==> src/rtl/rx_crc_check_wide_if.sv <==
// Beat stream, verdict and counter bundle between the rx alignment logic,
// the FCS checker and the frame-status/statistics logic.
interface rx_crc_check_wide_if #(
  parameter int DATA_BYTES = 8,
  parameter int CNT_WIDTH  = 16
);
  localparam int LANE_W = $clog2(DATA_BYTES);

  logic [8*DATA_BYTES-1:0] data_in;
  logic                    data_valid;
  logic                    sof;
  logic                    eof;
  logic [LANE_W-1:0]       eof_lane;
  logic                    abort;
  logic                    cnt_clr;

  logic                    crc_busy;
  logic                    crc_done;
  logic                    crc_ok;
  logic                    crc_bad;
  logic [15:0]             frame_len;
  logic [CNT_WIDTH-1:0]    good_cnt;
  logic [CNT_WIDTH-1:0]    bad_cnt;

  // Upstream side: drives beats and counter clear, observes the verdict.
  modport master (
    output data_in, data_valid, sof, eof, eof_lane, abort, cnt_clr,
    input  crc_busy, crc_done, crc_ok, crc_bad, frame_len, good_cnt, bad_cnt
  );

  // Checker side.
  modport slave (
    input  data_in, data_valid, sof, eof, eof_lane, abort, cnt_clr,
    output crc_busy, crc_done, crc_ok, crc_bad, frame_len, good_cnt, bad_cnt
  );
endinterface

==> src/rtl/rx_crc_check_wide.sv <==
// Wide receive FCS checker: folds a whole DATA_BYTES beat (or the partial
// final beat) into a non-reflected CRC-32 register per cycle, then reports
// a one-cycle good/bad verdict with frame length and saturating counters.
module rx_crc_check_wide #(
  parameter int          DATA_BYTES = 8,
  parameter int          LANE_W     = $clog2(DATA_BYTES),
  parameter logic [31:0] RESIDUE    = 32'hC704DD7B,
  parameter int          CNT_WIDTH  = 16
) (
  input logic              rxclk,
  input logic              reset,
  rx_crc_check_wide_if.slave rx
);

  localparam logic [1:0]  ST_IDLE   = 2'd0;
  localparam logic [1:0]  ST_ACCUM  = 2'd1;
  localparam logic [1:0]  ST_REPORT = 2'd2;
  localparam logic [31:0] POLY      = 32'h04C11DB7;
  localparam logic [31:0] SEED      = 32'hFFFFFFFF;

  // One byte into the register, bit 0 of the byte first (wire order).
  function automatic logic [31:0] crc_byte(input logic [31:0] c, input logic [7:0] b);
    logic [31:0] r;
    r = c;
    for (int i = 0; i < 8; i++) begin
      if (r[31] ^ b[i]) r = {r[30:0], 1'b0} ^ POLY;
      else              r = {r[30:0], 1'b0};
    end
    return r;
  endfunction

  function automatic logic [15:0] sat_len(input logic [15:0] base, input logic [15:0] add);
    logic [16:0] s;
    s = {1'b0, base} + {1'b0, add};
    return s[16] ? 16'hFFFF : s[15:0];
  endfunction

  function automatic logic [CNT_WIDTH-1:0] sat_inc(input logic [CNT_WIDTH-1:0] v);
    return (&v) ? v : v + CNT_WIDTH'(1);
  endfunction

  // Stage 1 registers
  logic [8*DATA_BYTES-1:0] data_p1_d, data_p1_q;
  logic [LANE_W-1:0]       lane_p1_d, lane_p1_q;
  logic                    vld_p1_d, vld_p1_q;
  logic                    sof_p1_d, sof_p1_q;
  logic                    eof_p1_d, eof_p1_q;
  logic                    abort_p1_d, abort_p1_q;

  // Stage 2 state and verdict registers
  logic [1:0]              state_d, state_q;
  logic [31:0]             crc_d, crc_q;
  logic [15:0]             len_d, len_q;
  logic                    crc_done_d, crc_done_q;
  logic                    crc_ok_d, crc_ok_q;
  logic                    crc_bad_d, crc_bad_q;
  logic [15:0]             frame_len_d, frame_len_q;
  logic [CNT_WIDTH-1:0]    good_d, good_q;
  logic [CNT_WIDTH-1:0]    bad_d, bad_q;

  logic                    take, start, load;
  logic [31:0]             chain_crc, tail_crc, full_crc;
  logic [15:0]             beat_len;

  // ---- stage 0 -> 1: capture the beat; markers only count on valid beats
  // Qualify markers with data_valid so stage 2 never sees a stray sof/eof.
  always_comb begin
    data_p1_d  = rx.data_in;
    lane_p1_d  = rx.eof_lane;
    vld_p1_d   = rx.data_valid;
    sof_p1_d   = rx.data_valid & rx.sof;
    eof_p1_d   = rx.data_valid & rx.eof;
    abort_p1_d = rx.abort;
  end

  // ---- stage 1 -> 2: byte-step chain, lane mux, FSM and length
  // Fold all lanes in one cycle and tap the chain after eof_lane+1 bytes.
  always_comb begin
    take      = vld_p1_q & ~abort_p1_q;
    start     = take & sof_p1_q;
    load      = start | (take & (state_q == ST_ACCUM));
    chain_crc = sof_p1_q ? SEED : crc_q;
    tail_crc  = SEED;
    for (int i = 0; i < DATA_BYTES; i++) begin
      chain_crc = crc_byte(chain_crc, data_p1_q[8*i +: 8]);
      if (lane_p1_q == LANE_W'(i)) tail_crc = chain_crc;
    end
    full_crc  = chain_crc;
    beat_len  = eof_p1_q ? (16'(lane_p1_q) + 16'd1) : 16'(DATA_BYTES);

    crc_d   = crc_q;
    len_d   = len_q;
    state_d = state_q;
    if (load) begin
      crc_d = eof_p1_q ? tail_crc : full_crc;
      len_d = sat_len(sof_p1_q ? 16'd0 : len_q, beat_len);
    end
    case (state_q)
      ST_IDLE:   if (start) state_d = eof_p1_q ? ST_REPORT : ST_ACCUM;
      // A sof here restarts from the seed; the old frame is simply dropped.
      ST_ACCUM:  if (abort_p1_q)          state_d = ST_IDLE;
                 else if (take & eof_p1_q) state_d = ST_REPORT;
      // The verdict goes out regardless; a following sof beat starts the next frame.
      ST_REPORT: if (start) state_d = eof_p1_q ? ST_REPORT : ST_ACCUM;
                 else       state_d = ST_IDLE;
      default:   state_d = ST_IDLE;
    endcase
  end

  // ---- stage 2 -> 3: verdict strobe and saturating counters
  // Verdict is judged on the register while in REPORT, so a back-to-back load does not disturb it.
  always_comb begin
    crc_done_d  = (state_q == ST_REPORT);
    crc_ok_d    = crc_done_d & (crc_q == RESIDUE);
    crc_bad_d   = crc_done_d & (crc_q != RESIDUE);
    frame_len_d = crc_done_d ? len_q : 16'd0;
    good_d      = good_q;
    bad_d       = bad_q;
    if (rx.cnt_clr) begin
      good_d = '0;
      bad_d  = '0;
    end else begin
      if (crc_done_q & crc_ok_q)  good_d = sat_inc(good_q);
      if (crc_done_q & crc_bad_q) bad_d  = sat_inc(bad_q);
    end
  end

  // Datapath registers need no reset; every use is preceded by a qualified load.
  always_ff @(posedge rxclk) begin
    data_p1_q <= data_p1_d;
    lane_p1_q <= lane_p1_d;
    len_q     <= len_d;
  end

  // Control, CRC and output registers with async reset.
  always_ff @(posedge rxclk or posedge reset) begin
    if (reset) begin
      vld_p1_q    <= 1'b0;
      sof_p1_q    <= 1'b0;
      eof_p1_q    <= 1'b0;
      abort_p1_q  <= 1'b0;
      state_q     <= ST_IDLE;
      crc_q       <= SEED;
      crc_done_q  <= 1'b0;
      crc_ok_q    <= 1'b0;
      crc_bad_q   <= 1'b0;
      frame_len_q <= 16'd0;
      good_q      <= '0;
      bad_q       <= '0;
    end else begin
      vld_p1_q    <= vld_p1_d;
      sof_p1_q    <= sof_p1_d;
      eof_p1_q    <= eof_p1_d;
      abort_p1_q  <= abort_p1_d;
      state_q     <= state_d;
      crc_q       <= crc_d;
      crc_done_q  <= crc_done_d;
      crc_ok_q    <= crc_ok_d;
      crc_bad_q   <= crc_bad_d;
      frame_len_q <= frame_len_d;
      good_q      <= good_d;
      bad_q       <= bad_d;
    end
  end

  assign rx.crc_busy  = (state_q == ST_ACCUM);
  assign rx.crc_done  = crc_done_q;
  assign rx.crc_ok    = crc_ok_q;
  assign rx.crc_bad   = crc_bad_q;
  assign rx.frame_len = frame_len_q;
  assign rx.good_cnt  = good_q;
  assign rx.bad_cnt   = bad_q;

endmodule

==> src/flat_wrapper.sv <==
// flat-port wrapper written by rule: the top's interface ports become plain ports
module rx_crc_check_wide_flat 
#(
  parameter int          DATA_BYTES = 8,
  parameter int          LANE_W     = $clog2(DATA_BYTES),
  parameter logic [31:0] RESIDUE    = 32'hC704DD7B,
  parameter int          CNT_WIDTH  = 16
)
  (rxclk, reset, rx_data_in, rx_data_valid, rx_sof, rx_eof, rx_eof_lane, rx_abort, rx_cnt_clr, rx_crc_busy, rx_crc_done, rx_crc_ok, rx_crc_bad, rx_frame_len, rx_good_cnt, rx_bad_cnt);
  rx_crc_check_wide_if #(.DATA_BYTES(DATA_BYTES), .CNT_WIDTH(CNT_WIDTH)) rx_i ();
  input logic rxclk;
  input logic reset;
  input wire logic [$bits(rx_i.data_in)-1:0] rx_data_in;
  input wire logic [$bits(rx_i.data_valid)-1:0] rx_data_valid;
  input wire logic [$bits(rx_i.sof)-1:0] rx_sof;
  input wire logic [$bits(rx_i.eof)-1:0] rx_eof;
  input wire logic [$bits(rx_i.eof_lane)-1:0] rx_eof_lane;
  input wire logic [$bits(rx_i.abort)-1:0] rx_abort;
  input wire logic [$bits(rx_i.cnt_clr)-1:0] rx_cnt_clr;
  output wire logic [$bits(rx_i.crc_busy)-1:0] rx_crc_busy;
  output wire logic [$bits(rx_i.crc_done)-1:0] rx_crc_done;
  output wire logic [$bits(rx_i.crc_ok)-1:0] rx_crc_ok;
  output wire logic [$bits(rx_i.crc_bad)-1:0] rx_crc_bad;
  output wire logic [$bits(rx_i.frame_len)-1:0] rx_frame_len;
  output wire logic [$bits(rx_i.good_cnt)-1:0] rx_good_cnt;
  output wire logic [$bits(rx_i.bad_cnt)-1:0] rx_bad_cnt;
  assign rx_i.data_in = rx_data_in;
  assign rx_i.data_valid = rx_data_valid;
  assign rx_i.sof = rx_sof;
  assign rx_i.eof = rx_eof;
  assign rx_i.eof_lane = rx_eof_lane;
  assign rx_i.abort = rx_abort;
  assign rx_i.cnt_clr = rx_cnt_clr;
  assign rx_crc_busy = rx_i.crc_busy;
  assign rx_crc_done = rx_i.crc_done;
  assign rx_crc_ok = rx_i.crc_ok;
  assign rx_crc_bad = rx_i.crc_bad;
  assign rx_frame_len = rx_i.frame_len;
  assign rx_good_cnt = rx_i.good_cnt;
  assign rx_bad_cnt = rx_i.bad_cnt;
  rx_crc_check_wide #(.DATA_BYTES(DATA_BYTES), .LANE_W(LANE_W), .RESIDUE(RESIDUE), .CNT_WIDTH(CNT_WIDTH)) u_core (.rxclk(rxclk), .reset(reset), .rx(rx_i));
endmodule
==> config.mk <==
export PLATFORM = sky130hd
export DESIGN_NAME = rx_crc_check_wide_flat
export DESIGN_NICKNAME = d
export VERILOG_FILES = /design/src/rtl/rx_crc_check_wide_if.sv /design/src/rtl/rx_crc_check_wide.sv /design/src/flat_wrapper.sv
export SDC_FILE = /design/constraint.sdc
export NUM_CORES = 1
export LEC_CHECK = 0
export CORE_ASPECT_RATIO = 0.8
export CORE_MARGIN = 8
export CORE_UTILIZATION = 33
export CTS_CLUSTER_DIAMETER = 50
export CTS_CLUSTER_SIZE = 25
export DETAILED_ROUTE_END_ITERATION = 10
export GPL_ROUTABILITY_DRIVEN = 0
export GPL_TIMING_DRIVEN = 0
export PLACE_DENSITY_LB_ADDON = 0.05
export RECOVER_POWER = 25
export SLEW_MARGIN = 20
export SYNTH_ARGS = -nofsm -noshare
export SYNTH_HDL_FRONTEND = slang
export SYNTH_SLANG_ARGS = --single-unit
==> constraint.sdc <==
create_clock -name rxclk -period 7.1 [get_ports rxclk]
set_clock_uncertainty 0.05 [all_clocks]
set_input_delay 2.13 -clock rxclk [delete_from_list [all_inputs] [get_ports rxclk]]
set_output_delay 2.13 -clock rxclk [all_outputs]
set_load 0.01 [all_outputs]
; Word-level counts from Yosys, hierarchy flattened
; Cells that the tools add are included.
[totals]
reg_bits = 172
input_bits = 74
output_inout_bits = 52
word_cells = 272
[op_classes]
add_sub_neg = 4
n_eq_ne = 15
mux = 89
bitwise_logic = 140
reduce_logical = 9
[op_table]
columns = cell, n
row1 = $mux 27, 64
row2 = $not 14->14, 64
row3 = $mux 32, 10
row4 = $mux 16, 9
row5 = $xor 1x1->1, 64
row6 = $add 16x1->16 const B, 2
row7 = $eq 32x32->1 const B, 1
row8 = $ne 32x32->1 const B, 1
row9 = $reduce_and 16->1, 2
row10 = $add 16x16->17, 1
row11 = $eq 3x3->1 const B, 4
row12 = $and 1x1->1, 10
row13 = $mux 2, 5
row14 = $eq 3x2->1 const B, 2
row15 = $pmux 2 s3, 1
row16 = $reduce_and 2->1, 3
row17 = $add 3x1->4 const B, 1
row18 = $ne 2x2->1 const B, 2
row19 = $reduce_bool 2->1, 2
row20 = $eq 3x1->1 const B, 1
row21 = $logic_not 3->1, 1
row22 = $ne 3x1->1 const B, 1
row23 = $eq 2x1->1 const B, 1
row24 = $eq 2x2->1 const B, 1
row25 = other kinds (4), 4

; Longest topological paths before layout
; Gate-level depths: netlist (run 1).
[logic_depth]
word_depth = 131
ltp_mapped = 23
depth_no_buf = 18

; Least setup slack after synthesis (run 1)
; OpenSTA, ideal clock, no wires.
[synth_timing]
kind = register to register
startpoint = register u_core.crc_q[27]
endpoint = register u_core.crc_q[12]
setup_ps = 81
t_arrival_ps = 6996
required_time_ps = 6969
slack_ps = -28
stages_incl_launch_ff = 19
path_buffers = 1
synth_period_minus_slack_ps = 7128
path_cell_list = dfstp_2 -> buf_2 -> xnor2_1 -> mux2_2 -> xor2_1 -> xnor3_1 -> xnor3_1 -> xnor3_1 -> xor2_2 -> xor3_1 -> xnor3_2 -> xnor3_2 -> xnor2_4 -> xor3_1 -> xnor2_1 -> xnor3_2 -> xor2_1 -> xnor2_1 -> a211oi_2
[synth_via]
elab_chain_len = 80
word_cells_on_any_way = 174
classes_between = mux: 69 / bitwise: 105
[synth_lines]
columns = element, line_no
row1 = start: declaration, rx_crc_check_wide.sv:52  ; logic [31:0] crc_d, crc_q;
row2 = start signal: assignment, rx_crc_check_wide.sv:156  ; crc_q <= crc_d;
row3 = $mux 32 (*), rx_crc_check_wide.sv:82  ; chain_crc = sof_p1_q ? SEED : crc_q;
row4 = $xor 1x1->1 (*), rx_crc_check_wide.sv:26  ; if (r[31] ^ b[i]) r = {r[30:0], 1'b0} ^ POLY;
row5 = $mux 27 (*), rx_crc_check_wide.sv:26
row6 = $mux 27 / $not 14->14 (equally long branches), n/a
row7 = $mux 27, rx_crc_check_wide.sv:26
row8 = $mux 27 / $not 14->14 (equally long branches) (2 in a row), n/a
row9 = $mux 27, rx_crc_check_wide.sv:26
row10 = $not 14->14 (no line), n/a
row11 = (+63 left out), n/a
row12 = $not 14->14 (no line), n/a
row13 = $mux 27, rx_crc_check_wide.sv:26
row14 = $not 14->14 (no line), n/a
row15 = $mux 27, rx_crc_check_wide.sv:26
row16 = $not 14->14 (no line), n/a
row17 = $mux 27, rx_crc_check_wide.sv:26
row18 = $mux 32, rx_crc_check_wide.sv:86  ; if (lane_p1_q == LANE_W'(i)) tail_crc = chain_crc;
row19 = $mux 32 (*), rx_crc_check_wide.sv:95  ; crc_d = eof_p1_q ? tail_crc : full_crc;
; Mark *: on every way between the ends. The rest lies on a longest branch, timed or not.
; A chain may end at the register's enable or synchronous reset.

; Worst setup path in the final report (run 1)
[layout_timing]
startpoint = register u_core.crc_q[26]
endpoint = register u_core.crc_q[16]
[layout_via]
elab_chain_len = 80
word_cells_on_any_way = 165
classes_between = mux: 68 / bitwise: 97
[layout_lines]
columns = element, line_no
row1 = $mux 32 (*), rx_crc_check_wide.sv:82
row2 = $xor 1x1->1 (*), rx_crc_check_wide.sv:26
row3 = $mux 27 (*), rx_crc_check_wide.sv:26
row4 = $not 14->14 (no line), n/a
row5 = $mux 27, rx_crc_check_wide.sv:26
row6 = $mux 27 / $not 14->14 (equally long branches), n/a
row7 = $mux 27, rx_crc_check_wide.sv:26
row8 = $not 14->14 (no line) / $mux 27 (equally long branches), n/a
row9 = (+61 left out), n/a
row10 = $not 14->14 (no line), n/a
row11 = $mux 27, rx_crc_check_wide.sv:26
row12 = $not 14->14 (no line), n/a
row13 = $mux 27 (4 in a row), rx_crc_check_wide.sv:26
row14 = $not 14->14 (no line), n/a
row15 = $mux 27, rx_crc_check_wide.sv:26
row16 = $mux 32, rx_crc_check_wide.sv:86
row17 = $mux 32 (*), rx_crc_check_wide.sv:95
; Marks and branches as above.

==> results.tsv, run 1 <==
stage	metric	value	unit
routing	dr_total_vias	13888	
setup_path	rr_endpoint	u_core.crc_q[16]	
clock_network	numCtsBuffers	17	
final_layout	multi_input_area	15300	sq um
final_layout	mostFrequentLayoutCell	xnor2_1	
routing	dr.pass1.iters	5	
final_layout	syn2layout_area_growth	37.0	%
setup_path	critPathKind	reg2reg	
synth	synth_top_family_by_area	XOR/XNOR gates	
final_layout	fin_nets	2131	
sta	finalHoldViolations	0	
status	status	completed	
global_routing	antenna_found_initial	2	
synth	synth-xor-area-share	54.6	%
synth	synthAdderAreaFrac	0.952	%
placement	dpl_worst_slack	-1740	ps
sta	rsz0062_at_grt	yes	
synth	seq_area_frac_synth	22.9	%
clock_network	clock-root-buffer	clkbuf_16	
global_routing	grt.overflow.total	0	
synth	syn_inst	1686	
floorplan	die_area	61900	sq um
floorplan	start_util	33.3	%
placement	port_buffers	125	
synth	synth-compound-area-share	9.60	%
synth	netlist_area	17900	sq um
synth	synthMuxAreaShare	0.525	%
sta	slew_headroom	42.4	%
clock_network	cts_tree	built	
flow_run	timing.max_cap.violations	0	
clock_network	clockBufferDepth	2	
clock_network	insertion_delay	490	ps
setup_path	reg2regPathDepth	20	
global_routing	grt_pass1_vias	14008	
final_layout	drive_gt1_share	28.4	%
sta	setup_viol	0	
routing	ant_nets	0	
synth	syn_area_per_cell	10.6	sq um
worst_hold_path	hold_path_end	u_core.state_q[0]	
sta	tightest_slew	857	ps
placement	numPlacedInstances	2514	
worst_hold_path	hold_depth	1	
sta	maxSlewViolCount	0	
final_layout	diodes	0	
floorplan	die_h	224	um
setup_path	r2r_slack	150	ps
setup_path	crit_path_end_kind	flop	
routing	drc	0	
floorplan	coreArea	53700	sq um
sta	worst_slack	148	ps
global_routing	grt_pass1_wl	98.0	mm
final_layout	layout_common_cells	xnor2_1, buf_4, xor2_1	
clock_network	htreeDepth	4	
clock_network	clk_pin_slew	80	ps
setup_path	cp.required	7460	ps
synth	ys_ff_latch	172	
synth	yosys_warnings	0	
synth	synth_cell_types	65	
sta	max_freq	0.144	GHz
synth	async_reset_ff_share	51.7	%
sta	min_period	6950	ps
global_routing	grt_max_degree	73	
worst_hold_path	hp-class	reg2reg	
floorplan	num_rows	76	
synth	synth_nets	1773	
routing	drtIter0Drc	1118	
synth	synthFlopType	dfxtp_1	
setup_path	critPathArrivalTime	7310	ps
clock_network	clock-sinks	172	
routing	route.detailed.wl_per_inst	24.4	um
setup_path	cp-start-kind	flop	
floorplan	die_w	276	um
floorplan	ios	126	
synth	synth_edf_count	16	
final_layout	final.fill_count	5023	
sta	period_share	97.9	%
routing	avgViaCountPerCell	5.03	
synth	yosys.area_share.simple	9.00	%
worst_hold_path	hold_start	u_core.abort_p1_q	
routing	drt-total-wl	67.2	mm
placement	place_hpwl	51.5	mm
setup_path	r2r_start	u_core.crc_q[26]	
final_layout	seqCellArea	4090	sq um
setup_path	worstPathMaxFanout	5	
final_layout	stdcell_count	2759	
sta	finalSetupTns	0	ps
global_routing	grt_usage	21.4	%
[per-layer routing]
layer | global-route usage (%) | up-vias | share of wire (%)
met5 | 0 | - | 0.019
met1 | 31.6 | 6855 | 48
met4 | 5.52 | 2 | 2.3
met2 | 30.7 | 508 | 42
li1 | - | 6438 | -
met3 | 5.77 | 85 | 7.9
[critical path, stage by stage (launching register included)]
cell and delay (ps):
dfstp_2 620, xnor2_1 210, nor2_1 160, xnor2_4 320
xor2_4 210, buf_4 200, xor3_2 560, xor2_4 320
xor3_2 510, xor2_4 250, xor3_1 540, xnor3_2 520
xor3_2 570, xnor3_2 320, xor3_2 470, buf_4 160
buf_4 150, xnor2_1 220, xnor2_1 90, o21ai_0 280
o21ai_0 120
[layout make-up]
type	instances	area share [%]
multi-input combinational	1416	62.5
clock inverter	14	0.689
tap	702	3.59
sequential	172	16.7
clock buffer	18	1.79
timing repair buffer	344	12.9
inverter	13	0.220
buffer	80	1.67
[metrics by stage]
step	utilization [%]	area (sq um)	hold slack [ps]
2_1_floorplan	-	17900	361
3_3_place_gp	37.3	20000	375
3_5_place_dp	37.4	20100	378
4_1_cts	42.9	23100	390
5_1_grt	45.6	24500	399
6_report	45.6	24500	386
[flip-flops by register name, summed over array words and instances, names as in the netlist]
register             flops
u_core.abort_p1_q        1
u_core.crc_q            32
u_core.data_p1_q        64
u_core.eof_p1_q          1
u_core.lane_p1_q         3
u_core.len_q            16
u_core.rx.bad_cnt       16
u_core.rx.crc_bad        1
u_core.rx.crc_done       1
u_core.rx.crc_ok         1
u_core.rx.frame_len     16
u_core.rx.good_cnt      16
u_core.sof_p1_q          1
u_core.state_q           2
u_core.vld_p1_q          1
[Yosys cell counts (24+ instances only)]
library cell,instances,area (sq um)
a211oi_1,53,398
a21oi_1,54,270
and2_1,24,150
clkbuf_1,54,203
dfrtp_1,57,1430
dfstp_2,32,841
dfxtp_1,67,1340
nand2_1,105,394
nor2_1,117,439
o211ai_1,28,210
o21ai_0,75,375
xnor2_1,398,3490
xnor3_1,106,2390
xor2_1,164,1440
xor3_1,34,808
[logic make-up after synthesis]
logic type | Yosys count
and+or+nand+nor | 346
muxes | 8
adders and majority gates | 13
AOI/OAI and AO/OA | 268
xor gates and xnor gates | 781
DFF | 172
buffers and inverters | 98
[what timing repair did]
item,4_1_cts,5_1_grt
hold buffers,0,0
endpoints found under the setup margin,32,31
resized for setup,198,99
buffers inserted,129,89
pin swaps,79,45
[how the worst max path moves through the flow]
stage	startpoint	end	cells past startpoint
2_1_floorplan	u_core.crc_q[29]	u_core.crc_q[12]	19
3_3_place_gp	u_core.crc_q[27]	u_core.crc_q[14]	19
3_5_place_dp	u_core.crc_q[27]	u_core.crc_q[6]	19
4_1_cts	u_core.crc_q[29]	u_core.crc_q[2]	20
5_1_grt	u_core.crc_q[31]	u_core.crc_q[12]	25
6_report	u_core.crc_q[26]	u_core.crc_q[16]	20
Power of run 1 is not shown: default switching activity piles up to over one toggle a cycle in this logic, so the estimate is an artifact.
==> run 2, diff against run 1 <==
--- a/config.mk
+++ b/config.mk
@@ -6,13 +6,11 @@
 export NUM_CORES = 1
 export LEC_CHECK = 0
 export CORE_ASPECT_RATIO = 0.8
-export CORE_MARGIN = 8
-export CORE_UTILIZATION = 33
+export CORE_UTILIZATION = 45
 export CTS_CLUSTER_DIAMETER = 50
 export CTS_CLUSTER_SIZE = 25
 export DETAILED_ROUTE_END_ITERATION = 10
 export GPL_ROUTABILITY_DRIVEN = 0
-export GPL_TIMING_DRIVEN = 0
 export PLACE_DENSITY_LB_ADDON = 0.05
 export RECOVER_POWER = 25
 export SLEW_MARGIN = 20
==> run 2 against run 1 <==
Effect of this change: cell area is 11% lower; die area is 35% lower; cell count is 11% lower; critical endpoint is now u_core.crc_q[4]; setup slack better by 21 ps; critical path depth stayed put.
==> results.tsv, run 2 (synthesis gave the netlist of run 1 again) <==
stage	metric	value	unit	change
final_layout	stdcell_count	2469		-11%
global_routing	grt_pass1_vias	13182		-5.9%
clock_network	clock-sinks	172		unchanged
setup_path	slowest_delay	660	ps	+40 ps
floorplan	start_util	46.2	%	+13 points
routing	dr.pass1.iters	5		unchanged
setup_path	cp.required	7430	ps	-30 ps
setup_path	cp-start-kind	flop		
global_routing	grt.overflow.total	0		unchanged
global_routing	grt_usage	29.3	%	+7.9 points
worst_hold_path	hp-class	reg2reg		
sta	maxSlewViolCount	0		unchanged
sta	timing.hold.ws	399	ps	+12.1 ps
clock_network	numCtsBuffers	17		unchanged
routing	avgViaCountPerCell	5.36		+6.6%
clock_network	htreeDepth	4		unchanged
setup_path	path_delay_family	XOR/XNOR gates		
sta	slew_headroom	30.6	%	-12 points
final_layout	drive_gt1_share	19.7	%	-8.7 points
final_layout	largest_register_ffs	64		unchanged
setup_path	cp_num_buf_inv	2		-1
routing	drc	0		unchanged
routing	drtIter0Drc	1664		+49%
placement	port_buffers	125		unchanged
global_routing	grt_pass1_wl	86.6	mm	-12%
placement	numPlacedInstances	2429		-3.4%
floorplan	die_area	40500	sq um	-35%
final_layout	top_regs	u_core.data_p1_q (64), u_core.crc_q (32)		
final_layout	mostFrequentLayoutCell	xnor2_1		
clock_network	clock-root-buffer	clkbuf_16		
clock_network	cts_tree	built		
floorplan	die_h	180	um	-20%
clock_network	clk_pin_slew	70	ps	about the same
routing	dr_total_vias	13245		-4.6%
routing	drt-total-wl	58.2	mm	-13%
sta	setup_viol	0		unchanged
setup_path	cp_cell_sequence	xnor2_1 > mux2_2 > xnor2_4 > xnor3_1 > xnor2_1 > xnor2_2 > xor2_1 > buf_4 > xor3_2 > buf_4 > xor2_4 > xnor3_1 > xnor2_2 > xnor3_1 > xor3_1 > xnor2_4 > xor2_1 > xnor2_1 > o21ai_0 > o21ai_1		
final_layout	fin_nets	2015		-5.4%
sta	min_period	6930	ps	-21.4 ps
clock_network	insertion_delay	470	ps	-20 ps
floorplan	die_w	225	um	-19%
floorplan	ios	126		unchanged
setup_path	critPathKind	reg2reg		
sta	max_freq	0.144	GHz	+0.31%
routing	route.detailed.wl_per_inst	23.6	um	-3.3%
setup_path	slowest_stage	dfstp_2		
global_routing	grt_max_degree	62		-15%
routing	ant_nets	0		unchanged
flow_run	timing.max_cap.violations	0		unchanged
status	status	completed		
floorplan	coreArea	38700	sq um	-28%
final_layout	final.fill_count	3422		-32%
final_layout	diodes	0		unchanged
sta	rsz0062_at_grt	yes		
floorplan	num_rows	64		-16%
global_routing	antenna_found_initial	0		-2
sta	finalHoldViolations	0		unchanged
final_layout	layout_common_cells	xnor2_1, buf_4, xor2_1		
sta	tightest_slew	1030	ps	+177 ps
clock_network	clockBufferDepth	2		unchanged
final_layout	syn2layout_area_growth	21.5	%	
setup_path	crit_path_end_kind	flop		
setup_path	worstPathMaxFanout	8		+3
placement	place_hpwl	46.6	mm	-9.5%
sta	period_share	97.6	%	-0.30 points
final_layout	regMostFlops	u_core.data_p1_q		
setup_path	critPathArrivalTime	7260	ps	-50 ps
## run 2: changes by cell type in the layout (fill, tap and decap cells not counted), moves of 18 or more
cell             change
xor2_1              +24
buf_12              -18
xnor2_1             +62
clkdlybuf4s50_1     -60
xor2_4              -23
xnor3_2             -35
dlygate4sd3_1       +59
xnor3_1             +35
clkbuf_1            -50
xnor2_4             -51
buf_4               -24
## run 2: path summary, 6_finish.rpt
kind | start | cells after the start | end | slack [ps]
worst max-delay path | u_core.crc_q[27] | 20 | u_core.crc_q[4] | 170
worst min-delay path | u_core.abort_p1_q | 1 | u_core.state_q[0] | 400
worst max register to register | u_core.crc_q[27] | 20 | u_core.crc_q[4] | 170
worst min register to register | u_core.abort_p1_q | 1 | u_core.state_q[0] | 400
max in group asynchronous | reset | 3 | u_core.sof_p1_q | 3830
min in group asynchronous | reset | 2 | u_core.rx.good_cnt[14] | 2110
## run 2: layout make-up
type / count / area (sq um) / share of cell area (%)
inverters: 13 / 50.0 / 0.230
well taps: 528 / 661 / 3.04
clock inverters: 11 / 109 / 0.501
clock buffers: 21 / 460 / 2.12
flip-flops and latches: 172 / 4090 / 18.8
multi-input cells: 1416 / 13700 / 63.2
repair buffers: 308 / 2630 / 12.1
## run 2: per-stage QoR
step	cell area, sq um	worst slack (ps)	util, %	setup TNS [ps]
3_3_place_gp	20800	-310	53.7	-3720
6_report	21700	169	56.2	0
2_1_floorplan	17900	22.8	-	0
5_1_grt	21700	-41.7	56.2	-149
3_5_place_dp	20800	-275	53.7	-3280
4_1_cts	21400	21.9	55.4	0
## run 2: repair_timing
action / in CTS / in global routing
endpoints found under the setup margin: 24 / 29
gates resized for setup: 11 / 41
pin swaps: 1 / 5
hold buffers: 0 / 0
setup buffers: 0 / 8
## run 2: worst register-to-register path, cell delays in order, from the launching register on
cell     delay [ps]
dfstp_2         660
xnor2_1         180
mux2_2          480
xnor2_4         330
xnor3_1         520
xnor2_1         340
xnor2_2         220
xor2_1          210
buf_4           190
xor3_2          470
buf_4           180
xor2_4          290
xnor3_1         520
xnor2_2         240
xnor3_1         440
xor3_1          490
xnor2_4         280
xor2_1          300
xnor2_1         110
o21ai_0         250
o21ai_1          90
## run 2: layer usage
layer  GRT usage, %  vias up  share of wire (%)
li1               -     6202                  -
met1           44.5     6468                 48
met2           41.2      523                 42
met3           8.09       52                8.4
met4           5.88        0                1.6
met5              0        -                  0
Power of run 2 is left out for the same reason.
